File: src/rtl/hqm_mem_pg_pkg.sv
// Purpose: shared types, default delays and helpers for the HQM memory
//          power-gate sequencer.
// Contents: state enum, registered-output bundle, counter-width function,
//           state-to-output decode.
package hqm_mem_pg_pkg;

  localparam int unsigned PG_ISO_DLY_DEF     = 4;
  localparam int unsigned PG_RST_DLY_DEF     = 8;
  localparam int unsigned PG_ACK_TIMEOUT_DEF = 64;

  typedef enum logic [2:0] {
    PG_OFF     = 3'd0,
    PG_UP_WAIT = 3'd1,
    PG_DEISO   = 3'd2,
    PG_RST_REL = 3'd3,
    PG_ON      = 3'd4,
    PG_DRAIN   = 3'd5,
    PG_ISO     = 3'd6,
    PG_DN_WAIT = 3'd7
  } hqm_mem_pg_state_t;

  // Power-side outputs, all registered together from the next state.
  typedef struct packed {
    logic pwr_enable_b;
    logic isol_en;
    logic ip_reset_b;
    logic access_en;
    logic dn_ack;
  } hqm_mem_pg_out_t;

  localparam hqm_mem_pg_out_t PG_OUT_OFF = '{pwr_enable_b: 1'b1, isol_en: 1'b1,
                                             ip_reset_b: 1'b0, access_en: 1'b0,
                                             dn_ack: 1'b1};

  // Counter must hold the largest of the delay/timeout values.
  function automatic int unsigned pg_cnt_width(input int unsigned a,
                                               input int unsigned b,
                                               input int unsigned c);
    int unsigned m;
    m = a;
    if (b > m) m = b;
    if (c > m) m = c;
    return (m < 1) ? 1 : $clog2(m + 1);
  endfunction

  // dn_ack only flips once a sequence completes, so it stays high through
  // the power-up states and low through the power-down states.
  function automatic hqm_mem_pg_out_t pg_decode(input hqm_mem_pg_state_t st);
    hqm_mem_pg_out_t o;
    o = PG_OUT_OFF;
    case (st)
      PG_OFF:     o = PG_OUT_OFF;
      PG_UP_WAIT: o = '{pwr_enable_b: 1'b0, isol_en: 1'b1, ip_reset_b: 1'b0, access_en: 1'b0, dn_ack: 1'b1};
      PG_DEISO:   o = '{pwr_enable_b: 1'b0, isol_en: 1'b0, ip_reset_b: 1'b0, access_en: 1'b0, dn_ack: 1'b1};
      PG_RST_REL: o = '{pwr_enable_b: 1'b0, isol_en: 1'b0, ip_reset_b: 1'b1, access_en: 1'b0, dn_ack: 1'b1};
      PG_ON:      o = '{pwr_enable_b: 1'b0, isol_en: 1'b0, ip_reset_b: 1'b1, access_en: 1'b1, dn_ack: 1'b0};
      PG_DRAIN:   o = '{pwr_enable_b: 1'b0, isol_en: 1'b0, ip_reset_b: 1'b1, access_en: 1'b0, dn_ack: 1'b0};
      PG_ISO:     o = '{pwr_enable_b: 1'b0, isol_en: 1'b1, ip_reset_b: 1'b0, access_en: 1'b0, dn_ack: 1'b0};
      PG_DN_WAIT: o = '{pwr_enable_b: 1'b1, isol_en: 1'b1, ip_reset_b: 1'b0, access_en: 1'b0, dn_ack: 1'b0};
      default:    o = PG_OUT_OFF;
    endcase
    return o;
  endfunction

endpackage

File: src/rtl/hqm_mem_pg_ack_sync.sv
// Purpose: 2-flop synchronizer for the power-chain acknowledge.
// Ports:
//   clk, rst_n : clock, async active-low reset (flops reset to 1 = chain off)
//   i_async    : asynchronous acknowledge from the last wrapper
//   o_sync     : acknowledge synchronized to clk
module hqm_mem_pg_ack_sync (
  input  logic clk,
  input  logic rst_n,
  input  logic i_async,
  output logic o_sync
);

  logic [1:0] r_meta;

  always_ff @(posedge clk or negedge rst_n) begin
    if (!rst_n) r_meta <= 2'b11;
    else        r_meta <= {r_meta[0], i_async};
  end

  assign o_sync = r_meta[1];

endmodule

File: src/rtl/hqm_mem_pg_seq.sv
// Purpose: power-gate sequencer for a chain of HQM power-gated memory
//          wrappers; drives power enable, isolation and reset, and gates
//          functional access while the arrays are not fully powered.
// Ports:
//   clk, rst_n        : clock, async active-low reset (forces OFF)
//   pwr_dn_req        : level request, 1 = power down
//   pwr_dn_ack        : level acknowledge, follows req when sequence done
//   mem_idle          : no memory read/write in flight
//   mem_access_en     : functional we/re permitted
//   pwr_enable_b      : to first wrapper pwr_enable_b_in (1 = off)
//   pwr_enable_b_ack  : from last wrapper pwr_enable_b_out (async)
//   pgcb_isol_en      : wrapper isolation enable
//   ip_reset_b        : wrapper reset (active low)
//   pg_err            : one-cycle pulse on acknowledge timeout
module hqm_mem_pg_seq
  import hqm_mem_pg_pkg::*;
#(
  parameter int unsigned ISO_DLY     = PG_ISO_DLY_DEF,
  parameter int unsigned RST_DLY     = PG_RST_DLY_DEF,
  parameter int unsigned ACK_TIMEOUT = PG_ACK_TIMEOUT_DEF
) (
  input  logic clk,
  input  logic rst_n,
  input  logic pwr_dn_req,
  output logic pwr_dn_ack,
  input  logic mem_idle,
  output logic mem_access_en,
  output logic pwr_enable_b,
  input  logic pwr_enable_b_ack,
  output logic pgcb_isol_en,
  output logic ip_reset_b,
  output logic pg_err
);

  localparam int unsigned CNT_W = pg_cnt_width(ISO_DLY, RST_DLY, ACK_TIMEOUT);
  // Loads are N-1: the state is left on the edge that sees the counter at 0.
  localparam logic [CNT_W-1:0] ISO_LD = CNT_W'(ISO_DLY - 1);
  localparam logic [CNT_W-1:0] RST_LD = CNT_W'(RST_DLY - 1);
  localparam logic [CNT_W-1:0] ACK_LD = (ACK_TIMEOUT == 0) ? '0 : CNT_W'(ACK_TIMEOUT - 1);
  localparam bit               TO_EN  = (ACK_TIMEOUT != 0);

  hqm_mem_pg_state_t r_state;
  hqm_mem_pg_state_t w_state_nxt;
  hqm_mem_pg_out_t   r_out;
  logic [CNT_W-1:0]  r_cnt;
  logic [CNT_W-1:0]  w_cnt_nxt;
  logic              r_pg_err;
  logic              w_timeout;
  logic              w_ack_sync;
  logic              w_cnt_zero;

  hqm_mem_pg_ack_sync u_ack_sync (
    .clk     (clk),
    .rst_n   (rst_n),
    .i_async (pwr_enable_b_ack),
    .o_sync  (w_ack_sync)
  );

  assign w_cnt_zero = (r_cnt == '0);

  // State register.
  always_ff @(posedge clk or negedge rst_n) begin
    if (!rst_n) r_state <= PG_OFF;
    else        r_state <= w_state_nxt;
  end

  // Next state; a timeout advances as if the ack had arrived.
  always_comb begin
    w_state_nxt = r_state;
    w_timeout   = 1'b0;
    case (r_state)
      PG_OFF:     if (!pwr_dn_req) w_state_nxt = PG_UP_WAIT;
      PG_UP_WAIT: begin
        if (!w_ack_sync) begin
          w_state_nxt = PG_DEISO;
        end else if (TO_EN && w_cnt_zero) begin
          w_state_nxt = PG_DEISO;
          w_timeout   = 1'b1;
        end
      end
      PG_DEISO:   if (w_cnt_zero) w_state_nxt = PG_RST_REL;
      PG_RST_REL: if (w_cnt_zero) w_state_nxt = PG_ON;
      PG_ON:      if (pwr_dn_req) w_state_nxt = PG_DRAIN;
      // Abort wins over idle: nothing has been powered down yet.
      PG_DRAIN: begin
        if (!pwr_dn_req)   w_state_nxt = PG_ON;
        else if (mem_idle) w_state_nxt = PG_ISO;
      end
      PG_ISO:     if (w_cnt_zero) w_state_nxt = PG_DN_WAIT;
      PG_DN_WAIT: begin
        if (w_ack_sync) begin
          w_state_nxt = PG_OFF;
        end else if (TO_EN && w_cnt_zero) begin
          w_state_nxt = PG_OFF;
          w_timeout   = 1'b1;
        end
      end
      default:    w_state_nxt = PG_OFF;
    endcase
  end

  // Shared delay/timeout counter: reload on entry, else count down to 0.
  always_comb begin
    w_cnt_nxt = w_cnt_zero ? '0 : r_cnt - CNT_W'(1);
    if (w_state_nxt != r_state) begin
      case (w_state_nxt)
        PG_DEISO, PG_ISO:       w_cnt_nxt = ISO_LD;
        PG_RST_REL:             w_cnt_nxt = RST_LD;
        PG_UP_WAIT, PG_DN_WAIT: w_cnt_nxt = ACK_LD;
        default:                w_cnt_nxt = '0;
      endcase
    end
  end

  // Outputs are registered from the next state so they align with r_state.
  always_ff @(posedge clk or negedge rst_n) begin
    if (!rst_n) begin
      r_out    <= PG_OUT_OFF;
      r_cnt    <= '0;
      r_pg_err <= 1'b0;
    end else begin
      r_out    <= pg_decode(w_state_nxt);
      r_cnt    <= w_cnt_nxt;
      r_pg_err <= w_timeout;
    end
  end

  assign pwr_enable_b  = r_out.pwr_enable_b;
  assign pgcb_isol_en  = r_out.isol_en;
  assign ip_reset_b    = r_out.ip_reset_b;
  assign mem_access_en = r_out.access_en;
  assign pwr_dn_ack    = r_out.dn_ack;
  assign pg_err        = r_pg_err;

endmodule

File: config.mk
export PLATFORM = sky130hd
export DESIGN_NAME = hqm_mem_pg_seq
export DESIGN_NICKNAME = d
export VERILOG_FILES = /design/src/rtl/hqm_mem_pg_pkg.sv /design/src/rtl/hqm_mem_pg_ack_sync.sv /design/src/rtl/hqm_mem_pg_seq.sv
export SDC_FILE = /design/constraint.sdc
export NUM_CORES = 1
export LEC_CHECK = 0
export CAP_MARGIN = 25
export CELL_PAD_IN_SITES_DETAIL_PLACEMENT = 0
export CELL_PAD_IN_SITES_GLOBAL_PLACEMENT = 2
export CORE_AREA = 2 2 57 59
export CTS_CLUSTER_DIAMETER = 120
export CTS_CLUSTER_SIZE = 14
export DETAILED_ROUTE_END_ITERATION = 10
export DIE_AREA = 0 0 59 61
export GPL_ROUTABILITY_DRIVEN = 0
export GPL_TIMING_DRIVEN = 0
export HOLD_SLACK_MARGIN = 0.12
export PLACE_DENSITY_LB_ADDON = 0.1
export SLEW_MARGIN = 20
export SYNTH_ARGS = -nofsm -noshare
export SYNTH_HDL_FRONTEND = slang
export SYNTH_SLANG_ARGS = --single-unit
File: constraint.sdc
create_clock -name clk -period 4.9 [get_ports clk]
set_clock_uncertainty 0.15 [all_clocks]
set_input_delay 1.225 -clock clk [delete_from_list [all_inputs] [get_ports clk]]
set_output_delay 1.225 -clock clk [all_outputs]
set_load 0.02 [all_outputs]
* After elaboration in Yosys (flattened, before gate mapping) *
Memory sizes are Yosys's and may differ from the RTL's. A register that Yosys moved wholly into a read port is not among the register bits.
Cells that the tools add are included.

operators by class
  add/subtract/negate cells = 1
  equal/unequal tests = 13
  muxes and demuxes = 19
  reductions and logical operators = 5

operators by type and width
  cell                                                                    count
  3-bit 2-to-1 mux                                                        11
  3-bit one-hot mux with 8 select lines                                   1
  3-bit equality test (second input constant)                             6
  6-bit one-hot mux with 3 select lines                                   1
  7-bit 2-to-1 mux                                                        2
  3-bit by 2-bit equality test with 1-bit output (second input constant)  4
  7-bit logical NOT                                                       1
  7-bit by 1-bit subtractor with 7-bit output (second input constant)     1
  3-bit by 1-bit equality test with 1-bit output (second input constant)  2
  2-bit OR reduction                                                      2
  3-bit logical NOT                                                       1
  1-bit 2-to-1 mux                                                        3
  3-bit != test                                                           1
  1-bit one-hot mux with 2 select lines                                   1
  1-bit logical NOT                                                       1

storage, ports and cells
  register bits = 13
  ROM bits = 40
  input bits = 5
  output and inout port bits = 6
  word-level logic and storage cells = 43
  memories = 1

memory list
  name              depth  width  read ports  clocked after memory_dff  write ports  RTL line              RTL
  (name not given)  8      5      1           1                         0            hqm_mem_pg_pkg.sv:51  case (st)

* Longest topological paths before layout *
  depth after elaboration = 8
  depth in mapped cells = 7
  gate-level depth less buffers = 7

* Hierarchy *
A second synthesis with hierarchy kept.

unflattened totals
  cells, all modules = 111
  area, all modules = 1061.0 sq um

modules (own cells, without submodules)
  module               instances  cells an instance  area an instance (sq um)  seq. area each (sq um)
  hqm_mem_pg_seq       1          109                1008.5                    404.1
  hqm_mem_pg_ack_sync  1          2                  52.6                      52.6

* Least setup slack after synthesis *
No wires, ideal clock.

  kind = input to register
  start = input mem_idle
  end = register r_cnt[0]
  library setup time = 0.065 ns
  data arrival time = 2.094 ns
  required time = 4.685 ns
  slack = 2.591 ns
  cell stages on the path = 5
  path buffers = 0
  cells stage by stage = and3_1 -> a211oi_1 -> a311o_2 -> nand3_1 -> o221a_2

between the ends
  word-level cells in the longest chain between the ends = 7
  elaborated cells between the ends (all ways) = 13
  classes of those cells = 6 x eq/ne; 5 x mux; 2 x reduce/logical

RTL lines
  element                                                                 RTL line               RTL
  start, declared                                                         hqm_mem_pg_seq.sv:26   input logic mem_idle,
  3-bit 2-to-1 mux *                                                      hqm_mem_pg_seq.sv:87   else if (mem_idle) w_state_nxt = PG_ISO;
  3-bit 2-to-1 mux *                                                      hqm_mem_pg_seq.sv:86   if (!pwr_dn_req) w_state_nxt = PG_ON;
  3-bit one-hot mux with 8 select lines *                                 hqm_mem_pg_seq.sv:71   case (r_state)
  3-bit by 1-bit equality test with 1-bit output (tied with other cells)  hqm_mem_pg_seq.sv:106  case (w_state_nxt)
  2-bit OR reduction                                                      hqm_mem_pg_seq.sv:106
  6-bit one-hot mux with 3 select lines                                   hqm_mem_pg_seq.sv:106
  7-bit 2-to-1 mux *                                                      hqm_mem_pg_seq.sv:105  if (w_state_nxt != r_state) begin
  via w_cnt_nxt[0]                                                        hqm_mem_pg_seq.sv:46   logic [CNT_W-1:0] w_cnt_nxt;
  end signal, assigned                                                    hqm_mem_pg_seq.sv:123  r_cnt <= w_cnt_nxt;
  end, declared                                                           hqm_mem_pg_seq.sv:45   logic [CNT_W-1:0] r_cnt;

The timed path passes the listed nets; every way through them passes the cells marked *.

* Worst setup path in the final report *
  start = register pgcb_isol_en (netlist name)
  end = output pgcb_isol_en

RTL lines
  element        RTL line              RTL
  end, declared  hqm_mem_pg_seq.sv:30  output logic pgcb_isol_en,

No word-level cell between the ends.

==> impl_metrics.py <==
metrics = {
    "placed_design": {
        "port_buffers": 10,
        "place_area_um2": 1230,
        "dp_hpwl_mm": 1.90,
        "dpl.cell_count": 154,
    },
    "synthesis": {
        "ys_seq_area_share_pct": 42.0,
        "synth_nets": 117,
        "synthMuxAreaShare_pct": 2.76,
        "synth_common_cells": "dfrtp_1 (13), nor2_1 (11), nand2_1 (9)",
        "yosys.area.top_type_share_pct": 29.9,
        "synth_compound_area_share_pct": 25.1,
        "async_flop_share_pct": 100,
        "synth-xor-area-share_pct": 2.42,
        "synthFlopType": "dfrtp_1",
        "synth.area.top_cells": "dfrtp_1 (30%), dfstp_2 (12%), nor2_1 (3.8%)",
        "synth-simple-area-share_pct": 21.7,
        "netlist.top_cell.by_area": "dfrtp_1",
        "synth_cells": 111,
        "synth_warnings": 0,
        "syn-cell-area_um2": 1090,
        "syn_area_per_cell_um2": 9.80,
        "yosysMostFrequentCell": "dfrtp_1",
        "synth_top_family_by_area": "compound AO/OA/AOI/OAI gates",
        "ys_ff_latch": 18,
        "synth-adder-area-share_pct": 1.15,
        "synth.distinct_cells": 49,
        "synth_edf_count": 0,
    },
    "timing": {
        "timing.setup.tns_ps": 0,
        "final-max-slew-violation-count": 0,
        "fmax_mhz": 357,
        "post-route-min-period_ps": 2800,
        "post-route-period-util_pct": 57.2,
        "grt_setup_unrepaired": "no",
        "worstMarginPinSlew_ps": 838,
        "relSlewSlack_pct": 44.0,
        "setup_viol": 0,
        "hold_viol_final": 0,
    },
    "routing": {
        "wirelength_mm": 2.62,
        "first_pass_iters": 4,
        "routed-wl-met2_mm": 1.17,
        "first_iter_violations": 12,
        "met3_length_um": 84,
        "drc": 0,
        "avgViaCountPerCell": 5.72,
        "wl_per_cell_um": 16.6,
        "wl_met1_mm": 1.32,
        "top_layer_used": "met4",
        "ant_nets": 0,
        "vias": 904,
    },
    "worst_setup_path": {
        "worstReg2RegStart": "r_cnt[0]",
        "cp_max_fo": 1,
        "crit_buf_inv": 1,
        "path_class": "reg -> out",
        "critPathLaunchType": "flop",
        "worstPathArrival_ps": 1430,
        "timing.rr.end": "r_cnt[3]",
        "critPathLaunch": "pgcb_isol_en",
        "critPathRequiredTime_ps": 3520,
        "cp-end-kind": "primary output",
        "crit_chain": "clkdlybuf4s50_1",
        "r2r_setup_slack_ps": 2420,
        "endpoint": "pgcb_isol_en",
        "cpPeakStageDelay_ps": 600,
        "critPathTopFamily": "buffers and inverters",
        "reg2reg_depth": 7,
        "cp.depth": 1,
        "crit_slowest_cell": "clkdlybuf4s50_1",
    },
    "grt": {
        "gr-usage-all-layers_pct": 17.2,
        "grt_pass1_vias": 902,
        "antenna_found_initial": 0,
        "grt.overflow.total": 0,
        "grt_pass1_wl_mm": 4.55,
        "grt_max_degree": 19,
    },
    "job": {
        "max-cap-violations": 0,
    },
    "pwr": {
        "p_per_area_nw_per_um2": 685,
        "cellLeakagePower_nw": 0.520,
        "ir_drop_mv": 0.293,
    },
    "clock_network": {
        "cts_buffers": 3,
        "cts_sinks": 18,
        "htreeDepth": 1,
        "cts_tree": "yes",
        "cts_setup_buffers": 0,
        "cts-root-buf": "clkbuf_4",
        "holdBufCountCts": 0,
        "worstSkewPairLatency_ps": 300,
        "post_cts_resized": 0,
        "clk_pin_slew_worst_paths_ps": 110,
        "cts_buffer_depth": 2,
    },
    "floorplanning": {
        "io_pins": 11,
        "die-area_um2": 3600,
        "die_w_um": 59,
        "die_h_um": 61,
        "core_area_um2": 2950,
        "rows": 20,
        "start_util_pct": 36.8,
    },
    "finish": {
        "fin_cells": 158,
        "layout.nets": 132,
        "fill_cells": 311,
        "syn_to_final_growth_pct": 16.3,
        "layout-drive-gt1-share_pct": 20.0,
        "final_cell_area_um2": 1260,
        "num_antenna_cells": 0,
    },
    "status": {
        "status": "complete, no violations",
    },
    "hold_path": {
        "hold_path_class": "reg -> reg",
    },
}
[worst reg2reg max path, cell delays in order, from the launching register on]
cell,delay (ps)
dfrtp_1,460
inv_1,80
ha_1,240
nor3b_1,400
a22oi_1,160
a32oi_2,450
nand2_2,200
o211ai_1,260
[layout make-up]
class,instances,area (um^2),share of cell area (%)
sequential,18,457,36.1
inverter,5,18.8,1.48
buffer,5,33.8,2.67
multi-input combinational,83,578,45.7
clock buffer,4,36.3,2.87
tap,33,41.3,3.26
timing repair buffer,10,100,7.91
[state kept, by name, summed over array words and instances, names as in the netlist]
register / flops
pgcb_isol_en: 1
r_state: 3
pwr_enable_b: 1
mem_access_en: 1
ip_reset_b: 1
u_ack_sync.r_meta: 2
pg_err: 1
r_cnt: 7
pwr_dn_ack: 1
[stage by stage]
stage / hold WS (ps) / utilization, % / setup WS [ps] / total power, mW
floorplan: 195 / - / 2590 / 0.636
global placement: 196 / 41.6 / 1790 / 0.773
detailed placement: 209 / 41.6 / 1800 / 0.774
CTS: 225 / 42.8 / 2080 / 0.872
global route: 230 / 42.8 / 2040 / 0.950
finish: 223 / 42.8 / 2100 / 0.867
[worst min path at each step]
stage / startpoint / to / slack (ps) / cells after the start
floorplan: u_ack_sync.r_meta[0] / u_ack_sync.r_meta[1] / 200 / 0
global placement: u_ack_sync.r_meta[0] / u_ack_sync.r_meta[1] / 200 / 0
detailed placement: u_ack_sync.r_meta[0] / u_ack_sync.r_meta[1] / 210 / 0
CTS: u_ack_sync.r_meta[0] / u_ack_sync.r_meta[1] / 230 / 0
global route: u_ack_sync.r_meta[0] / u_ack_sync.r_meta[1] / 230 / 0
finish: u_ack_sync.r_meta[0] / u_ack_sync.r_meta[1] / 220 / 0
[power breakdown]
part | internal, mW | switching (mW) | total, mW
sequential | 0.208 | 0.0410 | 0.249
clock | 0.0454 | 0.0509 | 0.0963
combinational | 0.221 | 0.301 | 0.522
total | 0.475 | 0.392 | 0.867
[cells by family after synthesis]
logic type / after synthesis
simple gates: 42
compound gates: 34
flops: 18
buf+inv: 10
xor+xnor: 3
mux: 3
fa+ha+maj: 1
[layer usage]
layer	GRT usage (%)	up-vias
met4	8.12	0
met5	0	-
met3	3.41	6
li1	-	435
met1	24.3	447
met2	25.2	16
[cells in the final DEF (no fill, tap or decap), drive strengths merged, types with 3 or more instances in the layout]
cell type	n
nor3	4
nand2	11
dfrtp	13
dfstp	5
buf	3
nor2	11
o21ai	5
inv	4
xnor2	3
a21oi	6
mux2i	3
o31ai	4
clkdlybuf4s50	10
clkbuf	6
(Power assumes the default switching activity.)
